File: src/rtl/u765_sd_pkg.sv
// Shared definitions for the u765 SD sector responder.
//   st_t          : responder state machine encoding
//   SECTOR_BYTES  : bytes per sector on the sd_buff bus
//   lba_w()       : LBA field width inside a RAM byte address of a given width
package u765_sd_pkg;

  typedef enum logic [2:0] {
    IDLE,
    DELAY,
    RD,
    WR,
    DONE
  } st_t;

  localparam int SECTOR_BYTES = 512;

  // RAM address = {drive, lba, byte_in_sector}: one drive bit, nine byte bits.
  function automatic int lba_w(input int addr_w);
    return addr_w - 10;
  endfunction

endpackage

File: src/rtl/u765_sd_responder.sv
// Host-side sector server for the u765 floppy controller SD interface.
// Arbitrates per-drive read/write sector requests, runs the sd_ack handshake
// and streams 512 bytes per sector between the controller's sd_buff bus and an
// external synchronous byte RAM that holds both drive images.
//
// Ports:
//   clk_sys, reset             : clock, asynchronous active-high reset
//   sd_lba, sd_rd, sd_wr       : sector number and per-drive requests
//   sd_ack                     : transfer in progress
//   sd_buff_addr/dout/din/wr   : controller sector-buffer bus
//   mem_addr/rd/wr/dout/din    : byte RAM, read data one cycle after mem_rd
//   lba_err                    : pulse on accepting an out-of-range request
module u765_sd_responder
  import u765_sd_pkg::*;
#(
  parameter int ADDR_W    = 18,
  parameter int ACK_DELAY = 4
) (
  input  logic              clk_sys,
  input  logic              reset,
  input  logic [31:0]       sd_lba,
  input  logic [1:0]        sd_rd,
  input  logic [1:0]        sd_wr,
  output logic              sd_ack,
  output logic [8:0]        sd_buff_addr,
  output logic [7:0]        sd_buff_dout,
  input  logic [7:0]        sd_buff_din,
  output logic              sd_buff_wr,
  output logic [ADDR_W-1:0] mem_addr,
  output logic              mem_rd,
  output logic              mem_wr,
  output logic [7:0]        mem_dout,
  input  logic [7:0]        mem_din,
  output logic              lba_err
);

  localparam int LW = lba_w(ADDR_W);
  localparam int DW = $clog2(ACK_DELAY + 2);

  st_t           state_q, state_d;
  logic [DW-1:0] cnt_q, cnt_d;
  logic [9:0]    n_q, n_d;
  logic [8:0]    prev_q;            // byte index issued in the previous cycle
  logic          v_q;               // previous cycle issued a byte
  logic          drive_q, drive_d;
  logic          wr_q, wr_d;
  logic          oor_q, oor_d;
  logic [LW-1:0] lba_q, lba_d;
  logic [3:0]    block_q, block_d;  // served request bits waiting to drop

  // Request vector ordered by priority: bit 0 wins.
  logic [3:0] req, eligible, sel;
  logic       req_oor, accept, xfer_rd, xfer_wr;

  assign req      = {sd_wr[1], sd_rd[1], sd_wr[0], sd_rd[0]};
  assign eligible = req & ~block_q;
  assign req_oor  = |sd_lba[31:LW];

  always_comb begin
    // NOTE: every always_comb output gets a default first so no path infers a latch.
    sel = 4'b0000;
    if      (eligible[0]) sel = 4'b0001;
    else if (eligible[1]) sel = 4'b0010;
    else if (eligible[2]) sel = 4'b0100;
    else if (eligible[3]) sel = 4'b1000;
  end

  always_comb begin
    state_d = state_q;
    cnt_d   = cnt_q;
    n_d     = n_q;
    drive_d = drive_q;
    wr_d    = wr_q;
    oor_d   = oor_q;
    lba_d   = lba_q;
    accept  = 1'b0;
    unique case (state_q)
      IDLE: begin
        if (|eligible) begin
          accept  = 1'b1;
          state_d = DELAY;
          cnt_d   = '0;
          drive_d = sel[2] | sel[3];
          wr_d    = sel[1] | sel[3];
          oor_d   = req_oor;
          lba_d   = sd_lba[LW-1:0];
        end
      end
      DELAY: begin
        if (cnt_q == DW'(ACK_DELAY)) begin
          state_d = wr_q ? WR : RD;
          n_d     = '0;
        end else begin
          cnt_d = cnt_q + 1'b1;
        end
      end
      RD, WR: begin
        // The extra cycle at n == 512 retires the last pipelined byte.
        if (n_q == 10'(SECTOR_BYTES)) state_d = DONE;
        else                          n_d     = n_q + 10'd1;
      end
      DONE:    state_d = IDLE;
      default: state_d = IDLE;
    endcase
    // A served bit stays masked until the controller drops it; a same-drive
    // write raised with a read is therefore picked up after DONE.
    block_d = (block_q & req) | (accept ? sel : 4'b0000);
  end

  // NOTE: sequential state uses non-blocking assignments so every register
  // samples pre-edge values regardless of statement order.
  always_ff @(posedge clk_sys or posedge reset) begin
    if (reset) begin
      state_q <= IDLE;
      cnt_q   <= '0;
      n_q     <= '0;
      prev_q  <= '0;
      v_q     <= 1'b0;
      drive_q <= 1'b0;
      wr_q    <= 1'b0;
      oor_q   <= 1'b0;
      lba_q   <= '0;
      block_q <= '0;
    end else begin
      state_q <= state_d;
      cnt_q   <= cnt_d;
      n_q     <= n_d;
      prev_q  <= n_q[8:0];
      v_q     <= sd_ack && !n_q[9];
      drive_q <= drive_d;
      wr_q    <= wr_d;
      oor_q   <= oor_d;
      lba_q   <= lba_d;
      block_q <= block_d;
    end
  end

  // Outputs decode straight from registered state so reset clears them at once.
  assign xfer_rd      = (state_q == RD);
  assign xfer_wr      = (state_q == WR);
  assign sd_ack       = xfer_rd | xfer_wr;
  assign sd_buff_wr   = xfer_rd & v_q;
  assign sd_buff_dout = sd_buff_wr ? (oor_q ? 8'hFF : mem_din) : 8'h00;
  assign sd_buff_addr = sd_buff_wr ? prev_q : (xfer_wr ? n_q[8:0] : 9'd0);
  assign mem_rd       = xfer_rd & ~n_q[9] & ~oor_q;
  assign mem_wr       = xfer_wr & v_q & ~oor_q;
  assign mem_addr     = mem_rd ? {drive_q, lba_q, n_q[8:0]} :
                        mem_wr ? {drive_q, lba_q, prev_q}   : '0;
  assign mem_dout     = mem_wr ? sd_buff_din : 8'h00;
  assign lba_err      = accept & req_oor & ~reset;

endmodule

File: config.mk
export PLATFORM = sky130hd
export DESIGN_NAME = u765_sd_responder
export DESIGN_NICKNAME = d
export VERILOG_FILES = /design/src/rtl/u765_sd_pkg.sv /design/src/rtl/u765_sd_responder.sv
export SDC_FILE = /design/constraint.sdc
export NUM_CORES = 1
export LEC_CHECK = 0
export BUFFER_PORTS_ARGS = -buffer_cell sky130_fd_sc_hd__buf_2
export CORE_ASPECT_RATIO = 1.1
export CORE_MARGIN = 5
export CORE_UTILIZATION = 47
export DETAILED_ROUTE_END_ITERATION = 10
export MAX_ROUTING_LAYER = met4
export PLACE_DENSITY = 0.85
export SYNTH_ARGS = -nofsm -noshare
export SYNTH_HDL_FRONTEND = slang
export SYNTH_SLANG_ARGS = --single-unit
File: constraint.sdc
create_clock -name clk_sys -period 2.3 [get_ports clk_sys]
set_input_delay 0.46 -clock clk_sys [delete_from_list [all_inputs] [get_ports clk_sys]]
set_output_delay 0.46 -clock clk_sys [all_outputs]
set_load 0.05 [all_outputs]
Yosys cells after proc, flatten, opt, wreduce, memory -nomap -nowiden
Cells that the tools add are included.

Output and inout bits: 48. Bits in registers: 41. Word-level logic and storage cells: 76. Bits of input ports: 54. Latch bits: 0. Memory bits (read-only): 0. Memories kept: 0. Bits in writable memories: 0.

$add $sub $neg: 2. Order comparisons: 0. Reduce and logical (&&, ||, !) cells: 12. Eq/ne operators: 10. Multipliers: 0. Mux-type cells: 25. Shift operators: 0. Divide/modulo/power cells: 0. Bitwise logic cells: 17.

Operators by type and width (count): 2-to-1 mux 18 bit (2); 2-to-1 mux 8 bit (3); OR reduction 24 bit (1); 2-to-1 mux 10 bit (2); 2-to-1 mux 4 bit (5); one-hot mux 10 bit (2 select lines) (1); 2-to-1 mux 9 bit (2); 2-to-1 mux 3 bit (5); adder 10 x 1 -> 10 bit, second input constant (1); equality test 10 bit, second input constant (1); inequality test 2 bit, second input constant (5); one-hot mux 3 bit (3 select lines) (1); AND reduction 3 bit (3); AND 4 bit (2); AND 1 bit (7); equality test 3 x 2 -> 1 bit, second input constant (2); one-hot mux 3 bit (2 select lines) (1); inverter 4 bit (1); OR 4 bit (1); nonzero test 2 bit (2); OR reduction 4 bit (1); adder 3 x 1 -> 3 bit, second input constant (1); equality test 3 x 1 -> 1 bit, second input constant (1); equality test 3 bit, second input constant (1); other kinds (8) (14).

Longest topological paths before layout
Gate-level depths: netlist (run 1).

Depth in word-level cells: 8. Mapped depth: 6. Mapped depth without buffers: 6.

Least setup slack after synthesis (run 1)
OpenSTA, ideal clock, no wires.

Path type: register -> output. From: register state_q[1]. To: output lba_err. Setup slack: -0.369 ns. Path buffers: 1. Stages on the path, launching flop included: 5. Data arrival time: 2.209 ns. Data required time: 1.840 ns. Cells stage by stage: dfrtp_1 > nor3_4 > o41ai_4 > buf_6 > nor3_1.

Word-level cells in the longest chain between the ends: 4.

Ends and longest elaborated chain: start, declared (line u765_sd_responder.sv:40) `st_t state_q, state_d;`; start signal, assigned (line u765_sd_responder.sv:125) `state_q <= state_d;`; zero test 3 bit (line u765_sd_responder.sv:77) `unique case (state_q)`; 2-to-1 mux 1 bit (line u765_sd_responder.sv:77); AND 1 bit (2 in series) (line u765_sd_responder.sv:150) `assign lba_err = accept & req_oor & ~reset;`; end, declared (line u765_sd_responder.sv:34) `output logic lba_err`.

Every way passes these cells.

Worst setup path in the final report (run 1)
From: register state_q[0]. To: output lba_err.

Same word-level chain as after synthesis.

==> impl_results.md, run 1 <==
* Seq pwr share at 0.534
* Classification of the worst-slack hold path: in -> async
* Slew headroom at 0.7277
* Critical path capture point type: primary output
* CTS clk-pin slew, worst paths at ~0.080 ns
* IO Port Bufs at just over 100
* Critical Path RT at between 1.5 and 2 ns
* Share of layout cells above drive strength 1 at 0.4260
* Xor-xnor portion of the synthesized cell area at 0.003757
* Max Slew Vio Count at 0
* Clock latency on the worst-skew pair at about 0.30 ns
* Routability cong. at 0.9044
* CTS tree: yes
* Total GRT Usage at 0.1835
* Status: complete, no violations
* Seq cells post-synth at 41
* Total die area at about 0.0065 mm²
* Clock share of power at 0.379
* CP Max Fanout at 7
* Routed Antenna Nets at 0
* DRC Markers at 0
* Layout area overhead at 34.57%
* # clock sinks at just over 40
* Ant diodes at 0
* Pint at about 1.0 mW
* CTS Buf Count at 5
* Reg2reg path depth at 5
* Adder-Cell Fraction of Synth Area at 0.02147
* Remaining Overflow, GRT at 0
* Simple-gate share of the synthesized area at 0.2292
* First-pass GRT wire length at ~9.6 mm
* Setup Buffers After CTS at 0
* Lkg Pwr at ~1.6 nW
* Chip height at 83.86 µm
* Area of the multi-input gates at about 0.0012 mm²
* Avg WL per Cell at around 16 µm
* Io pins at a little over 100
* Initial antenna violation count at 0
* Synth area leader: dfrtp_1
* FF-to-FF setup slack at roughly 0.56 ns
* FF-to-FF Start: n_q[0]
* Main combinational cell family by area after synthesis: simple AND/OR/NAND/NOR gates
* Yosys top cell area share at 0.4402
* Cells after Synth at 224
* Netlist Area Pre-Place at between 0.002 and 0.0025 mm²
* Reg2reg end: n_q[8]
* H-tree Lvls at 2
* CORE AREA at around 0.0047 mm²
* Die Wd at roughly 77 µm
* Final Util at 0.6650
* Clock Path Buffers at 2
* 1st-pass router iterations at 4
* Nets at between 300 and 400
* Synth unique cells at 44
* Worst Path Arrival at around 1.8 ns
* FILL cells at approximately 380
* Setup TNS at 0 ns
* Most frequent cell after synthesis: dfrtp_1
* Top post-synthesis cells by area: dfrtp_1 44%, a22o_1 7.1%, and2_1 5.4%
* Max cap viols at 0
* Ys Warns at 0
* Max frequency at approximately 450 MHz
* Via density at between 5 and 6
* RSZ-0062 raised after global routing: yes
* FF+latch area at ~0.0010 mm²
* Syn_area_per_cell at ~10 µm²
* Pwr/cell area at around 430 mW/mm²
* Logic pwr share at 0.087
* Placed wire-length estimate at about 4.4 mm
* Syn nets at roughly 280
* Rows at 26
* Post-synthesis mux area share at 0.05904
* Setup violators final at 0
* Tmin final at approximately 2.2 ns
* Total Wirelength at just over 6 mm
* Most used DFF post-synth: dfrtp_1
* Compound-Gate Fraction of Synth Area at 0.1970
* Hold Vio Cnt, Final at 0
* Initial Util at 0.4942
* DR vias at between 2000 and 2500
* Worst-Margin Slew at slightly above 0.4 ns
* Vias in the first global route at around 2100
* Drt initial violations at 110
* Net Sw Power at ~0.31 mW
* Crit path kind: reg -> out
* Asr flop ratio synth at 1.000
* Post-synth EDFFs at 0
* Final period util at 0.9681
* Setup Skew at between 0.01 and 0.015 ns
* CTS root buf: clkbuf_8
* Max VDD drop at approximately 0.42 mV
* Sw frac at 0.2276
* Post-synthesis sequential area ratio at 0.4402
* Top cells by count, synth: 41 x dfrtp_1, 20 x and2_1, 19 x a22o_1
* CP Launch Type: flop
* Largest net degree at the start of global routing at 28
[worst max-delay path, stage by stage (launching register included)]
cell and delay [ns]:
dfrtp_2 0.47, buf_4 0.19, nor3_4 0.19, o41ai_4 0.14, nor3_2 0.18, buf_2 0.30
[worst max-delay path by stage]
stage          cells past startpoint  slack (ns)       start         endpoint
2_1_floorplan                      4        0.06  state_q[1]          lba_err
3_3_place_gp                       5        0.27  state_q[2]     mem_addr[11]
3_5_place_dp                       5        0.18  state_q[2]     mem_addr[12]
4_1_cts                            5        0.01  state_q[2]      mem_addr[2]
5_1_grt                            5       -0.03  state_q[2]  sd_buff_dout[2]
6_report                           5        0.07  state_q[0]          lba_err
[cell type report]
class,count,share of cell area
inverter,7,0.008377
tap,56,0.02234
clock buffer,7,0.03071
multi-input combinational,163,0.3885
clock inverter,1,0.001596
sequential,41,0.3275
timing repair buffer,112,0.2210
[per-layer routing]
layer / GRT usage / up-vias / part of all wire
li1: - / 1029 / -
met4: 0.08594 / 0 / 0.019
met3: 0.06479 / 10 / 0.090
met5: - / - / 0
met1: 0.1889 / 1016 / 0.38
met2: 0.3093 / 86 / 0.51
[state kept, by name (all words and copies together), names as in the netlist, 3 cells and up]
name     count
cnt_q        3
state_q      3
lba_q        8
n_q         10
block_q      4
prev_q       9
[cell usage in the layout, fill, tap and decap left out, drive strengths merged, types with 3 or more instances in the layout]
master	n
nand3	6
o21ai	7
nor2	6
a31oi	3
and3	4
a21oi	9
nand2b	6
nor4	8
a21o	3
dfrtp	41
nor3	7
and2	21
a211o	3
ha	4
nand2	12
nand4	5
buf	78
clkbuf	41
mux2	10
a22o	19
inv	7
o21a	11
or2	3
nor2b	6
[cell families (layout without fill, tap and decap cells)]
kind of cell | after synthesis | count (layout)
buffers and inverters | 21 | 127
AOI/OAI and AO/OA | 59 | 59
xor gates and xnor gates | 1 | 1
muxes | 11 | 11
adders and majority gates | 4 | 4
DFF | 41 | 41
and+or+nand+nor | 87 | 88
[per-stage QoR]
stage	hold WS, ns	cell area (µm²)	power [mW]	worst slack [ns]	cells
6_report	0.2051	3137	1.348	0.07330	387
5_1_grt	0.2093	3137	1.407	-0.02731	387
4_1_cts	0.1989	3025	1.359	0.01049	387
3_5_place_dp	0.4805	2905	0.8494	0.1752	378
3_3_place_gp	0.4771	2905	0.8477	0.2749	378
2_1_floorplan	0.3487	2336	0.7902	0.05898	224
[what timing repair did]
| item | 4_1_cts | 5_1_grt |
|---|---|---|
| setup endpoints to repair | 21 | 43 |
| hold buffers | 0 | 0 |
| resized for setup | 5 | 46 |
| endpoints found under the hold margin | 0 | 0 |
| pin swaps | 1 | 1 |
| cloned | 1 | 0 |
[power groups by stage]
stage | combinational [mW] | sequential (mW) | clock, mW
6_report | 0.117 | 0.720 | 0.511
5_1_grt | 0.129 | 0.720 | 0.558
4_1_cts | 0.116 | 0.720 | 0.523
3_5_place_dp | 0.115 | 0.734 | 0
3_3_place_gp | 0.113 | 0.734 | 0
2_1_floorplan | 0.0557 | 0.735 | 0
No activity file was read; power rests on OpenSTA's default activity.
==> inputs of run 2 (changes only) <==
--- a/config.mk
+++ b/config.mk
@@ -12,6 +12,7 @@
 export DETAILED_ROUTE_END_ITERATION = 10
 export MAX_ROUTING_LAYER = met4
 export PLACE_DENSITY = 0.85
+export RECOVER_POWER = 100
 export SYNTH_ARGS = -nofsm -noshare
 export SYNTH_HDL_FRONTEND = slang
 export SYNTH_SLANG_ARGS = --single-unit
==> run 2 against run 1 <==
  * Die area did not move
  * Hold slack improved by 0.18 ns
  * Combinational power barely moved
  * Sequential share of layout area rose by 0.092 points
  * Final area fell by 0.28%
  * Maximum frequency fell by 0.18%
  * Clock power barely moved
  * Clock skew barely moved
==> impl_results.md, run 2 (synthesis gave the netlist of run 1 again) <==
* Final period util at 0.9699
* Total Wirelength at 6.119 mm
* Biggest register: n_q
* Initial Util at 0.4942
* Last element of the critical path: lba_err
* CTS tree: yes
* Rows at 26
* IO Port Bufs at approximately 100
* CORE AREA at roughly 0.0047 mm²
* Net Sw Power at 0.3065 mW
* FF-to-FF setup slack at 0.56 ns
* Avg WL per Cell at roughly 16 µm
* Max frequency at ~450 MHz
* Largest net degree at the start of global routing at 28
* CTS root buf: clkbuf_8
* H-tree Lvls at 2
* Cell Area, Placed at 0.002905 mm²
* Commonest non-fill, non-tap cells in the layout: 61 x buf_2, 40 x dfrtp_1, 34 x clkbuf_4
* Critical path capture point type: primary output
* Routability cong. at around 0.90
* FF-to-FF Start: n_q[0]
* Max Slew Vio Count at 0
* Tmin final at about 2.2 ns
* DR vias at roughly 2100
* Chip height at 83.86 µm
* Worst hold slack at around 0.38 ns
* Critical Path RT at 1.84 ns
* Crit path kind: reg -> out
* Pint at roughly 1.0 mW
* Pwr/cell area at around 430 mW/mm²
* CTS Buf Count at 5
* Commonest non-fill, non-tap cell in the layout: buf_2
* Worst Path Arrival at roughly 1.8 ns
* Seq pwr share at 0.535
* Largest register FFs at 10
* Lkg Pwr at roughly 1.6 nW
* CP Launch Point: state_q[0]
* Clock latency on the worst-skew pair at 0.30 ns
* 1st-pass router iterations at 4
* Io pins at roughly 100
* Share of layout cells above drive strength 1 at 0.4169
* Clock Path Buffers at 2
* Total GRT Usage at 0.1835
* Reg2reg end: n_q[8]
* Setup TNS at 0 ns
* CP Max Fanout at 7
* Sw frac at 0.2277
* Setup Skew at about 0.012 ns
* Classification of the worst-slack hold path: in -> async
* Setup Buffers After CTS at 0
* Logic pwr share at 0.086
* Nets at 388
* CTS clk-pin slew, worst paths at ~0.080 ns
* Biggest regs: n_q: 10 flops, prev_q: 9 flops, lba_q: 8 flops
* Finished Cell Area at 0.003128 mm²
* Total die area at 0.006469 mm²
* Worst-Margin Slew at about 1.4 ns
* Ant diodes at 0
* Routed Antenna Nets at 0
* Vias in the first global route at around 2100
* Reg2reg path depth at 5
* Setup violators final at 0
* Via density at between 5 and 6
* Status: complete, no violations
* Remaining Overflow, GRT at 0
* Slew headroom at 0.03589
* Max VDD drop at ~0.42 mV
* DRC Markers at 0
* Drt initial violations at ~100
* Layout area overhead at 34.19%
* Placed wire-length estimate at ~4.4 mm
* RSZ-0062 raised after global routing: yes
* Die Wd at around 77 µm
* Max cap viols at 0
* # clock sinks at 41
* CP Launch Type: flop
* Hold Vio Cnt, Final at 0
* First-pass GRT wire length at 9.591 mm
* Initial antenna violation count at 0
* Clock share of power at 0.379
==> run 2: per-stage QoR <==
stage,instances,total power [mW],setup WS [ns],utilization
detailed placement,378,0.8494,0.1752,0.6159
finish,387,1.346,0.06918,0.6631
global route,387,1.405,-0.02731,0.6631
floorplan,224,0.7902,0.05898,-
CTS,387,1.359,0.01049,0.6414
global placement,378,0.8477,0.2749,0.6159
==> run 2: layout make-up <==
type	instances	area [µm²]
clock buffers	7	96.34
clock inverters	1	5.005
fillers	384	1589
inverters	7	26.28
multi-input cells	163	1219
flip-flops and latches	41	1027
well taps	56	70.07
repair buffers	112	684.4
==> run 2: worst min path at each step <==
stage,slack (ns),cells after the start,startpoint,end
4_1_cts,0.20,3,reset,lba_q[7]
5_1_grt,0.38,2,sd_lba[2],lba_q[2]
3_3_place_gp,0.48,2,wr_q,wr_q
3_5_place_dp,0.48,2,wr_q,wr_q
6_report,0.38,3,reset,lba_q[1]
2_1_floorplan,0.35,0,n_q[3],prev_q[3]
==> run 2: repair_timing <==
action | 4_1_cts | 5_1_grt
resized for setup | 5 | 46
setup endpoints to repair | 21 | 43
hold buffers | 0 | 0
gates cloned | 1 | 0
pin swaps | 1 | 1
==> run 2: power groups by stage <==
stage	logic [mW]	clock network [mW]	registers [mW]
after global routing	0.127	0.558	0.720
after detailed placement	0.115	0	0.734
final	0.115	0.510	0.720
after CTS	0.116	0.523	0.720
after global placement	0.113	0	0.734
after floorplan	0.0557	0	0.735
==> run 2: worst max-delay path, cell delays in order, from the launching register on <==
cell and delay, ns:
dfrtp_2 0.47, buf_4 0.19, nor3_4 0.19, o41ai_4 0.14, nor3_2 0.18, buf_2 0.30
==> run 2: layer usage <==
metal	vias up	global-route usage	wire length, µm
met5	-	-	0
met4	0	0.08594	114
met3	10	0.06479	549
met2	86	0.3093	3108
met1	1014	0.1889	2347
li1	1029	-	-
==> inputs of run 3 (changes only) <==
--- a/config.mk
+++ b/config.mk
@@ -5,13 +5,14 @@
 export SDC_FILE = /design/constraint.sdc
 export NUM_CORES = 1
 export LEC_CHECK = 0
+export ABC_AREA = 1
 export BUFFER_PORTS_ARGS = -buffer_cell sky130_fd_sc_hd__buf_2
 export CORE_ASPECT_RATIO = 1.1
 export CORE_MARGIN = 5
-export CORE_UTILIZATION = 47
+export CORE_UTILIZATION = 48
 export DETAILED_ROUTE_END_ITERATION = 10
 export MAX_ROUTING_LAYER = met4
-export PLACE_DENSITY = 0.85
+export PLACE_DENSITY = 0.86
 export RECOVER_POWER = 100
 export SYNTH_ARGS = -nofsm -noshare
 export SYNTH_HDL_FRONTEND = slang
==> run 3 against run 2 <==
  * Routed wire length fell by 0.93%
  * Critical path depth rose by 4
  * Register-to-register slack got worse by 0.11 ns
  * Critical endpoint is now mem_addr[14]
  * Sequential power rose by 44%
  * Largest cell class unchanged
  * Global-route usage rose by 0.68 points
  * Hold slack got worse by 0.17 ns
  * Clock power fell by 8.8%
  * Critical path type unchanged
  * Via count rose by 13%
  * Final area fell by 1.3%
==> impl_results.md, run 3 <==
* Netlist Area Pre-Place at ~0.0024 mm²
* # clock sinks at ~40
* H-tree Lvls at 2
* Initial antenna violation count at 0
* Most used DFF post-synth: dfrtp_1
* Setup Skew at 0.005223 ns
* First-pass GRT wire length at between 10 and 15 mm
* Worst Path Arrival at approximately 1.8 ns
* Critical path capture point type: primary output
* Io pins at 102
* Crit path kind: reg -> out
* Seq cells post-synth at 41
* Lkg Pwr at ~1.7 nW
* Biggest regs: n_q: 10 flops, prev_q: 9 flops, lba_q: 8 flops
* CP Launch Point: state_q[1]
* Most frequent cell after synthesis: nor2_1
* Cells after Synth at about 310
* Layout area overhead at 29.21%
* Final period util at 0.9643
* Final Util at 0.6261
* Ant diodes at 0
* FILL cells at about 430
* DRC Markers at 0
* Max Slew Vio Count at 0
* Top cells by count, synth: 60 x nor2_1, 54 x inv_1, 52 x nand2_1
* CP Launch Type: flop
* Nets at roughly 480
* Status: complete, no violations
* Largest register FFs at 10
* Remaining Overflow, GRT at 0
* Post-synth EDFFs at 0
* Rows at 27
* Placed wire-length estimate at approximately 4.5 mm
* Hold_buf cts at 0
* Die Wd at 77.28 µm
* Drt initial violations at 119
* CTS Buf Count at 5
* RSZ-0062 raised after global routing: yes
* Synth unique cells at 25
* CTS root buf: clkbuf_8
* Via density at 5.037
* 1st-pass router iterations at 4
* Max frequency at approximately 450 MHz
* Biggest register: n_q
* Slew headroom at 0.5260
* Total GRT Usage at 0.1903
* Total Wirelength at between 6 and 7 mm
* Commonest non-fill, non-tap cells in the layout: 71 x buf_2, 60 x nor2_1, 54 x inv_1, 54 x nand2_1, 41 x dfrtp_1
* Hold Vio Cnt, Final at 0
* CORE AREA at a little under 0.005 mm²
* Commonest non-fill, non-tap cell in the layout: buf_2
* Worst-Margin Slew at ~0.7 ns
* Syn_area_per_cell at about 7.6 µm²
* Max VDD drop at 0.7186 mV
* Synth area leader: dfrtp_1
* Routability cong. at 0.8831
* Chip height at ~84 µm
* IO Port Bufs at 101
* Clock Path Buffers at 2
* Syn nets at between 300 and 400
* Avg WL per Cell at 12.60 µm
* Setup violators final at 0
* Yosys top cell area share at 0.4293
* Post-synthesis sequential area ratio at 0.4293
* Share of layout cells above drive strength 1 at 0.3073
* DR vias at around 2400
* Max cap viols at 0
* CP Max Fanout at 9
* Routed Antenna Nets at 0
* Finished Cell Area at 0.003088 mm²
* Total die area at approximately 0.0065 mm²
* Largest net degree at the start of global routing at 19
* Clock latency on the worst-skew pair at 0.29 ns
* Asr flop ratio synth at 1.000
* FF-to-FF Start: state_q[0]
* Cell Area, Placed at around 0.0029 mm²
* CTS clk-pin slew, worst paths at around 0.070 ns
* Classification of the worst-slack hold path: in -> async
* Critical Path RT at about 1.8 ns
* Initial Util at 0.4845
* Tmin final at about 2.2 ns
* Pwr/cell area at 966.3 mW/mm²
* CTS tree: yes
* Ys Warns at 0
* Vias in the first global route at between 2000 and 2500
* Top post-synthesis cells by area: dfrtp_1 43%, nor2_1 9.4%, inv_1 8.5%
[run 3: cell types whose count changed after synthesis, moves of 11 or more]
cell     previous run  this run
o22ai_1             0        18
nand2_1            12        52
inv_1               6        54
and2_1             20         0
a22o_1             19         0
nand3_1             6        21
nor2_1              6        60
o21ai_2             0        11
[run 3: worst max-delay path, stage by stage (launching register included)]
cell	delay, ns
dfrtp_1	0.35
inv_1	0.07
nor2_4	0.22
inv_4	0.08
nor2_4	0.15
nand3_4	0.13
clkinv_2	0.09
nor2_4	0.06
nor2_1	0.13
buf_6	0.18
[run 3: worst paths after layout]
kind | cells past startpoint | to | slack [ns]
max | 9 | mem_addr[14] | 0.08
min | 2 | block_q[0] | 0.22
max reg2reg | 6 | lba_q[1] | 0.45
min reg2reg | 0 | prev_q[0] | 0.47
max in group asynchronous | 3 | v_q | 1.05
min in group clk_sys | 3 | lba_q[3] | 0.38
[run 3: power by group]
group | total (mW) | leakage [nW] | switching [mW] | internal, mW
sequential | 1.04 | 0.542 | 0.122 | 0.915
combinational | 1.48 | 1.10 | 1.06 | 0.422
clock | 0.465 | 0.0443 | 0.227 | 0.238
total | 2.98 | 1.69 | 1.41 | 1.58
[run 3: area by class of cell]
class / count / area (µm²) / share of cell area
repair buffers: 107 / 609.3 / 0.1973
well taps: 58 / 72.57 / 0.02350
inverters: 60 / 229.0 / 0.07415
clock buffers: 7 / 86.33 / 0.02796
flip-flops and latches: 41 / 1026 / 0.3323
multi-input cells: 208 / 1065 / 0.3448
[run 3: cells by family after synthesis]
logic type	share of synthesized area
AND/OR/NAND/NOR	0.2890
adder cells (fa/ha/maj)	0.02094
flip-flops	0.4293
AO/OA/AOI/OAI	0.1366
buffers and inverters	0.1241
[run 3: what timing repair did]
action / 4_1_cts / 5_1_grt
pin swaps: 0 / 1
gates cloned: 0 / 2
buffers inserted: 0 / 0
endpoints found under the setup margin: 9 / 28
gates resized for setup: 2 / 40
[run 3: metal layers]
metal  routed length [µm]  part of all wire  vias to the layer above  track usage
met3                  532             0.088                       10      0.05292
li1                     -                 -                     1214            -
met2                 3024              0.50                      109       0.3323
met1                 2389              0.39                     1090       0.2071
met5                    0                 0                        -            -
met4                  116             0.019                        0      0.06094
[run 3: metrics by stage]
step	worst slack (ns)	TNS (ns)	power (mW)	std cells	hold slack, ns
finish	0.08206	0	2.984	481	0.2173
global placement	0.3530	0	2.490	472	0.4476
CTS	0.0007226	0	3.026	479	0.2510
global route	-0.008283	-0.03586	3.219	481	0.2767
floorplan	0.01199	0	2.243	313	0.4164
detailed placement	0.3035	0	2.542	472	0.4509
